--- src/rtl/ct_spsram_ctrl_pkg.sv ---
// ct_spsram_ctrl_pkg: shared constants, state encoding and request bundle for the SRAM controller
package ct_spsram_ctrl_pkg;
  localparam int ADDR_WIDTH = 9;
  localparam int DATA_WIDTH = 52;
  localparam int DEPTH = 512;
  typedef enum logic [1:0] {INIT, IDLE, DRAIN} state_t;
  typedef struct packed {
    logic wr;
    logic [ADDR_WIDTH-1:0] addr;
    logic [DATA_WIDTH-1:0] wdata;
    logic [DATA_WIDTH-1:0] wmask;
  } req_t;
endpackage

--- src/rtl/ct_spsram_rsp_fifo.sv ---
// ct_spsram_rsp_fifo: 2-entry in-order response buffer with count
module ct_spsram_rsp_fifo #(
  parameter int W = 52
) (
  input  logic         clk,
  input  logic         rst,
  input  logic         push,
  input  logic         pop,
  input  logic [W-1:0] d,
  output logic [W-1:0] q,
  output logic         full,
  output logic         empty,
  output logic [1:0]   cnt
);
  logic [W-1:0] mem [2];
  logic wp, rp;
  always_ff @(posedge clk)
    if (push) mem[wp] <= d;
  always_ff @(posedge clk) begin
    if (rst) begin
      wp <= 1'b0;
      rp <= 1'b0;
      cnt <= 2'd0;
    end else begin
      wp <= wp ^ push;
      rp <= rp ^ pop;
      cnt <= cnt + 2'(push) - 2'(pop);
    end
  end
  assign q = mem[rp];
  assign empty = cnt == 2'd0;
  assign full = cnt == 2'd2;
endmodule

--- src/rtl/ct_spsram_512x52_ctrl.sv ---
// ct_spsram_512x52_ctrl: clears the 512x52 SRAM, then serves valid/ready requests with buffered read data
module ct_spsram_512x52_ctrl #(
  parameter int ADDR_WIDTH = ct_spsram_ctrl_pkg::ADDR_WIDTH,
  parameter int DATA_WIDTH = ct_spsram_ctrl_pkg::DATA_WIDTH,
  parameter int DEPTH = ct_spsram_ctrl_pkg::DEPTH,
  parameter logic [DATA_WIDTH-1:0] INIT_VALUE = '0
) (
  input  logic                  CLK,
  input  logic                  RST,
  input  logic                  init_req,
  output logic                  init_done,
  input  logic                  req_vld,
  output logic                  req_rdy,
  input  logic                  req_wr,
  input  logic [ADDR_WIDTH-1:0] req_addr,
  input  logic [DATA_WIDTH-1:0] req_wdata,
  input  logic [DATA_WIDTH-1:0] req_wmask,
  output logic                  rsp_vld,
  input  logic                  rsp_rdy,
  output logic [DATA_WIDTH-1:0] rsp_data,
  output logic [ADDR_WIDTH-1:0] mem_a,
  output logic                  mem_cen,
  output logic                  mem_gwen,
  output logic [DATA_WIDTH-1:0] mem_wen,
  output logic [DATA_WIDTH-1:0] mem_d,
  input  logic [DATA_WIDTH-1:0] mem_q
);
  import ct_spsram_ctrl_pkg::*;
  state_t state, state_n;
  req_t req;
  logic [ADDR_WIDTH-1:0] init_cnt;
  logic rd_pend, pop, push, acc, wr_acc, rd_acc, credit_ok, in_init, clear;
  logic fifo_full, fifo_empty;
  logic [1:0] fifo_cnt;
  assign req = '{wr: req_wr, addr: req_addr, wdata: req_wdata, wmask: req_wmask};
  ct_spsram_rsp_fifo #(.W(DATA_WIDTH)) u_fifo (
    .clk(CLK), .rst(RST), .push(push), .pop(pop), .d(mem_q),
    .q(rsp_data), .full(fifo_full), .empty(fifo_empty), .cnt(fifo_cnt)
  );
  always_comb begin
    in_init = state == INIT;
    rsp_vld = !RST && !fifo_empty;
    pop = rsp_vld && rsp_rdy;
    push = rd_pend && !(fifo_full && !pop);
    clear = !rd_pend && fifo_empty;
    credit_ok = ({1'b0, fifo_cnt} + {2'b0, rd_pend} - {2'b0, pop}) < 3'd2;
    init_done = !RST && state == IDLE;
    req_rdy = init_done && !init_req && (req.wr || credit_ok);
    acc = req_vld && req_rdy;
    wr_acc = acc && req.wr;
    rd_acc = acc && !req.wr;
    mem_cen = RST ? 1'b1 : in_init ? 1'b0 : !acc;
    mem_gwen = RST ? 1'b1 : in_init ? 1'b0 : !wr_acc;
    mem_wen = RST ? '1 : in_init ? '0 : wr_acc ? ~req.wmask : rd_acc ? '1 : '0;
    mem_a = RST ? '0 : in_init ? init_cnt : acc ? req.addr : '0;
    mem_d = RST ? '0 : in_init ? INIT_VALUE : wr_acc ? req.wdata : '0;
    state_n = in_init ? (init_cnt == ADDR_WIDTH'(DEPTH - 1) ? IDLE : INIT)
            : state == IDLE ? (init_req ? (clear ? INIT : DRAIN) : IDLE)
            : (clear ? INIT : DRAIN);
  end
  always_ff @(posedge CLK) begin
    if (RST) begin
      state <= INIT;
      init_cnt <= '0;
      rd_pend <= 1'b0;
    end else begin
      state <= state_n;
      init_cnt <= in_init ? init_cnt + 1'b1 : '0;
      rd_pend <= rd_acc;
    end
  end
endmodule

--- config.mk ---
export PLATFORM = sky130hd
export DESIGN_NAME = ct_spsram_512x52_ctrl
export DESIGN_NICKNAME = d
export VERILOG_FILES = /design/src/rtl/ct_spsram_ctrl_pkg.sv /design/src/rtl/ct_spsram_rsp_fifo.sv /design/src/rtl/ct_spsram_512x52_ctrl.sv
export SDC_FILE = /design/constraint.sdc
export NUM_CORES = 1
export LEC_CHECK = 0
export ABC_AREA = 1
export ABC_CLOCK_PERIOD_IN_PS = 5600
export BUFFER_PORTS_ARGS = -buffer_cell sky130_fd_sc_hd__buf_2
export CAP_MARGIN = 15
export CORE_UTILIZATION = 30
export CTS_CLUSTER_DIAMETER = 60
export CTS_CLUSTER_SIZE = 12
export DETAILED_ROUTE_END_ITERATION = 7
export SLEW_MARGIN = 20
export SYNTH_ARGS = -nofsm -noshare
export SYNTH_HDL_FRONTEND = slang
export SYNTH_HIERARCHICAL = 1
export SYNTH_SLANG_ARGS = --single-unit
--- constraint.sdc ---
create_clock -name CLK -period 5.6 [get_ports CLK]
set_clock_uncertainty 0.15 [all_clocks]
set_input_delay 1.12 -clock CLK [delete_from_list [all_inputs] [get_ports CLK]]
set_output_delay 1.12 -clock CLK [all_outputs]
set_load 0.1 [all_outputs]
==> flow_summary.json, run 1 <==
{
  "core_sq_um": 20490,
  "grt.total_usage": 0.1694,
  "clkTransAtPathRegs_ns": 0.06,
  "postCtsSetupBuffers": 0,
  "htreeDepth": 4,
  "setup_tns_ns": 0,
  "layout_common_cells": "buf_2 (279), nand2_1 (171), edfxtp_1 (104), nor2_1 (69)",
  "via_per_inst": 4.515,
  "rows": 52,
  "dieArea_sq_um": 21760,
  "required_ns": 4.33,
  "syn_avg_cell_area_sq_um": 10.26,
  "final_common_cell": "buf_2",
  "syn_inst": 619,
  "synth_top_area_cell": "edfxtp_1",
  "period_needed_ns": 4.727,
  "fillers": 1947,
  "drive_above_1_share": 0.4695,
  "synth_top_family_by_area": "simple AND/OR/NAND/NOR gates",
  "grt_pass1_wl_mm": 28.33,
  "dp_hpwl_mm": 13.85,
  "reg2reg_to": "u_fifo/mem[0][28]",
  "worst_pin_slew_ns": 1.060,
  "dieWidth_um": 147.5,
  "ys_warn_count": 6,
  "die_h_um": 147.5,
  "end_kind": "primary output",
  "synth.top_cell.area_share": 0.4917,
  "slew_violations": 0,
  "overflow": 0,
  "cp.arrival_ns": 3.46,
  "synth_cell_types": 27,
  "post_cts_resized": 0,
  "peakVddDrop_mv": 0.1753,
  "final_nets": 1118,
  "fin_area_sq_um": 9687,
  "clk_latency_ns": 0.41,
  "hold_depth": 1,
  "cts_buffer_depth": 2,
  "drc": 0,
  "cts_inserted_buffers": 17,
  "pre_cts_ws_ns": 0.8574,
  "maxSlewHeadroom": 0.2927,
  "ios": 341,
  "grt_pass1_vias": 5301,
  "area_growth_pct": 52.52,
  "synthSimpleGateAreaFrac": 0.2212,
  "hold_class": "reg -> reg",
  "antenna_found_initial": 1,
  "r2r_cells": 6,
  "drtAntennaViolNets": 0,
  "period_share": 0.8441,
  "fmax_ghz": 0.2116,
  "rsz0062_at_grt": "false",
  "cts_root_buf": "clkbuf_16",
  "rrSetupSlack_ns": 2.77,
  "muxShareOfSynthArea": 0.1212,
  "drt-total-wl_mm": 18.84,
  "power_density_nw_per_um2": 257.8,
  "fin_cells": 1222,
  "startpoint_type": "input pin",
  "synth_area_leaders": "edfxtp_1 (49%), mux2_4 (12%), nand2_1 (10%), nand4_1 (6.1%), dfxtp_1 (5.0%)",
  "drt_first_pass_iters": 4,
  "cp_max_fo": 62,
  "vias": 5517,
  "synth.cell_area_sq_um": 6351,
  "start_util": 0.3099,
  "synthAdderAreaFrac": 0.01694,
  "wire_per_inst_um": 15.41,
  "synth_compound_area_frac": 0.007092,
  "timing.rr.start": "u_fifo/cnt[1]",
  "maxCapViolations": 0,
  "numClockSinks": 120,
  "numPortBuffers": 340,
  "cts_tree": "built",
  "p_leak_nw": 4.399,
  "fin_ws_ns": 0.8731,
  "synth-seq-cells": 120,
  "hold_viol_final": 0,
  "placed_area_sq_um": 9061,
  "dp_cells": 1190,
  "synth_fp_nets": 798,
  "place_congestion": 0.7957,
  "worstSetupStartpoint": "RST",
  "cts_hold_repair.buffers": 0,
  "final-setup-viol-count": 0,
  "synthXorXnorAreaFrac": 0.002758,
  "grt_max_degree": 65,
  "drt_iter0_markers": 260,
  "ys_seq_area_frac": 0.5422,
  "status": "completed",
  "path_class": "in -> out",
  "antennaDiodeCount": 0,
  "hold_start": "init_cnt[0]",
  "whs_endpoint": "init_cnt[0]",
  "holdWs_ns": 0.3338
}
power by group:
part	internal, W	switching (W)
clock network	0.000748	0.000396
logic	0.000134	0.000246
registers	0.000972	0.00000235
synthesized netlist by cell type:
cell type / count
nand2_1: 171
edfxtp_1: 104
nor2_1: 71
nand4_1: 62
inv_1: 52
mux2_4: 49
dfxtp_1: 16
buf_2: 13
clkbuf_1: 12
buf_6: 8
a21oi_1: 7
ha_1: 7
buf_1: 6
inv_2: 6
nand3_1: 6
nor3_1: 6
buf_12: 5
buf_4: 3
mux2_2: 3
nand2_2: 2
nor2_2: 2
o21ai_0: 2
xnor2_1: 2
and3_1: 1
fa_1: 1
nand3_2: 1
nand3b_1: 1
sequential cells by signal, indices dropped and copies added, names as in the netlist:
signal and flops:
u_fifo/cnt 2, init_cnt 9, u_fifo/wp 1, state 2, rd_pend 1, u_fifo/rp 1
u_fifo/mem 104
worst max path at each step:
stage	to	cells past startpoint	slack, ns
floorplan	mem_wen[10]	13	0.28
global route	mem_cen	15	0.69
global placement	mem_a[6]	14	0.87
finish	mem_cen	15	0.87
CTS	mem_a[6]	14	0.86
detailed placement	mem_a[6]	14	0.86
through the flow:
step                power [W]    util
CTS                  0.002528  0.4727
global placement     0.001370  0.4421
floorplan            0.001197       -
global route         0.002584  0.4727
detailed placement   0.001373  0.4421
finish               0.002497  0.4727
cells by family after synthesis:
family                   after synthesis
AO/OA/AOI/OAI                          9
AND/OR/NAND/NOR                      323
XOR/XNOR                               2
multiplexers                          52
flip-flops                           120
buffers and inverters                105
adder cells (fa/ha/maj)                8
layout make-up:
class / count / area, sq um / share of cell area
clock buffers: 18 / 429.2 / 0.04430
clock inverters: 14 / 196.4 / 0.02028
inverters: 58 / 217.7 / 0.02247
multi-input cells: 394 / 2369 / 0.2445
flip-flops and latches: 120 / 3447 / 0.3559
well taps: 270 / 337.8 / 0.03487
repair buffers: 348 / 2690 / 0.2777
critical path: stages:
cell and delay (ns):
buf_2 0.13, nor2_4 0.08, nand2_1 0.07, inv_1 0.11, ha_1 0.24, nor2_1 0.13
fa_1 0.43, inv_1 0.06, nand3_1 0.16, nand2_2 0.13, buf_12 0.25, nand3_1 0.10
nand2_1 0.10, inv_1 0.04, buf_2 0.28
routing by layer:
metal	up-vias	global-route usage	share of wire
met5	-	0	0.00064
met4	2	0.04485	0.0080
met3	15	0.06111	0.090
met2	233	0.2816	0.49
met1	2528	0.2072	0.41
li1	2739	-	-
(Power assumes the default switching activity.)
==> inputs of run 2 (changes only) <==
ABC_CLOCK_PERIOD_IN_PS = 4500   (was 5600)
clock period = 4.5 ns   (was 5.6 ns; I/O delays follow)
==> run 2 against run 1 <==
Compared with the run above: sequential share of layout area fell by 2.6 points; critical endpoint is now mem_wen[8]; sequential power rose by 24%; cell area rose by 7.9%; final cell count rose by 0.49%; die area did not move; routed wire length fell by 2.3%; largest cell class unchanged; clock power rose by 7%; first-iteration DRC count fell by 25%; register-to-register slack got worse by 0.77 ns; non-clock buffer count rose by 5; utilization rose by 3.7 points.
==> flow_summary.json, run 2 (synthesis results as in run 1) <==
{
  "postCtsSetupBuffers": 0,
  "rows": 52,
  "worst_pin_slew_ns": 1.046,
  "cp_max_fo": 30,
  "fmax_ghz": 0.2351,
  "rsz0062_at_grt": "false",
  "status": "completed",
  "final_nets": 1123,
  "p_leak_nw": 4.479,
  "grt_pass1_wl_mm": 28.32,
  "final_common_cell": "buf_2",
  "cts_buffer_depth": 2,
  "grt.total_usage": 0.1666,
  "numClockSinks": 120,
  "cts_root_buf": "clkbuf_16",
  "netSwitchingPower_w": 0.0008223,
  "dieArea_sq_um": 21760,
  "setup_tns_ns": 0,
  "clkTransAtPathRegs_ns": 0.06,
  "antenna_found_initial": 0,
  "maxSlewHeadroom": 0.3030,
  "power.total_w": 0.002928,
  "largest_register_ffs": 104,
  "cts_inserted_buffers": 17,
  "drive_above_1_share": 0.5413,
  "drc": 0,
  "overflow": 0,
  "placed_area_sq_um": 9903,
  "pwr-share-comb": 0.171,
  "drt_iter0_markers": 195,
  "final-setup-viol-count": 0,
  "core_sq_um": 20490,
  "cts_hold_repair.buffers": 0,
  "maxCapViolations": 0,
  "numPortBuffers": 340,
  "path_class": "in -> out",
  "cts_tree": "built",
  "place_congestion": 0.7809,
  "via_per_inst": 4.502,
  "fin_area_sq_um": 10450,
  "grt_max_degree": 54,
  "drt-total-wl_mm": 18.41,
  "dieWidth_um": 147.5,
  "startpoint_type": "input pin",
  "fillers": 1859,
  "largest-register": "u_fifo/mem",
  "slew_violations": 0,
  "start_util": 0.3099,
  "htreeDepth": 4,
  "final_util": 0.5098,
  "drtAntennaViolNets": 0,
  "ios": 341,
  "hold_viol_final": 0,
  "drt_first_pass_iters": 4,
  "p_int_w": 0.002106,
  "hold_class": "reg -> reg",
  "layout_common_cells": "buf_2 (259), nand2_1 (109), edfxtp_1 (104), buf_12 (85), nor2_1 (69)",
  "end_kind": "primary output",
  "holdWs_ns": 0.3397,
  "clk_latency_ns": 0.40,
  "period_needed_ns": 4.253,
  "cp.arrival_ns": 3.20,
  "period_share": 0.9451,
  "post_cts_resized": 0,
  "die_h_um": 147.5,
  "top_regs": "u_fifo/mem: 104 flops, init_cnt: 9 flops",
  "pwr-share-clk": 0.415,
  "peakVddDrop_mv": 0.1837,
  "wire_per_inst_um": 14.99,
  "vias": 5528,
  "grt_pass1_vias": 5350,
  "seqPwrFrac": 0.414,
  "power_density_nw_per_um2": 280.3,
  "area_growth_pct": 64.52,
  "dp_hpwl_mm": 14.09,
  "sw_frac_of_total": 0.2808,
  "required_ns": 3.45
}
run 2: power groups by stage:
stage               Sequential [W]  Combinational, W  Clock (W)
floorplan                  0.00124          0.000285          0
global placement           0.00124          0.000499          0
detailed placement         0.00124          0.000503          0
CTS                        0.00121          0.000504    0.00125
global route               0.00121          0.000524    0.00131
finish                     0.00121          0.000501    0.00122
run 2: worst max-delay path: stages:
cell     delay [ns]
buf_2          0.13
nor2_4         0.11
nand2_2        0.07
inv_2          0.07
ha_1           0.23
nor2_1         0.15
fa_1           0.43
inv_1          0.07
nand3_2        0.11
nand2_2        0.12
buf_4          0.30
nand4_1        0.21
nand2_4        0.11
buf_12         0.17
run 2: cell type report:
cell class	instances	area [sq um]	area share
antenna	1	2.502	0.0002395
clock buffer	17	425.4	0.04071
clock inverter	15	117.6	0.01126
inverter	58	224.0	0.02143
multi-input combinational	394	2829	0.2707
sequential	120	3447	0.3299
tap	270	337.8	0.03233
timing repair buffer	353	3065	0.2934
run 2: worst paths after layout:
kind                       from                end  slack (ns)  depth (start not counted)
hold reg to reg     init_cnt[6]        init_cnt[6]        0.34                          2
hold / removal      init_cnt[6]        init_cnt[6]        0.34                          2
setup / recovery            RST         mem_wen[8]        0.25                         14
setup reg to reg  u_fifo/cnt[1]  u_fifo/mem[1][49]        2.00                          6
run 2: stage by stage:
stage | worst slack (ns) | instances
floorplan | -0.1483 | 619
global route | 0.07318 | 1227
global placement | 0.2464 | 1195
CTS | 0.2076 | 1227
detailed placement | 0.2111 | 1195
finish | 0.2471 | 1228
run 2: routing by layer:
metal  routed length [um]  global-route usage  vias up  part of all wire
li1                     -                   -     2753                 -
met1                 7570              0.1958     2538              0.41
met2                 8966              0.2783      227              0.49
met3                 1715             0.07160       10             0.093
met4                  156             0.04227        0            0.0085
met5                    0                   0        -                 0
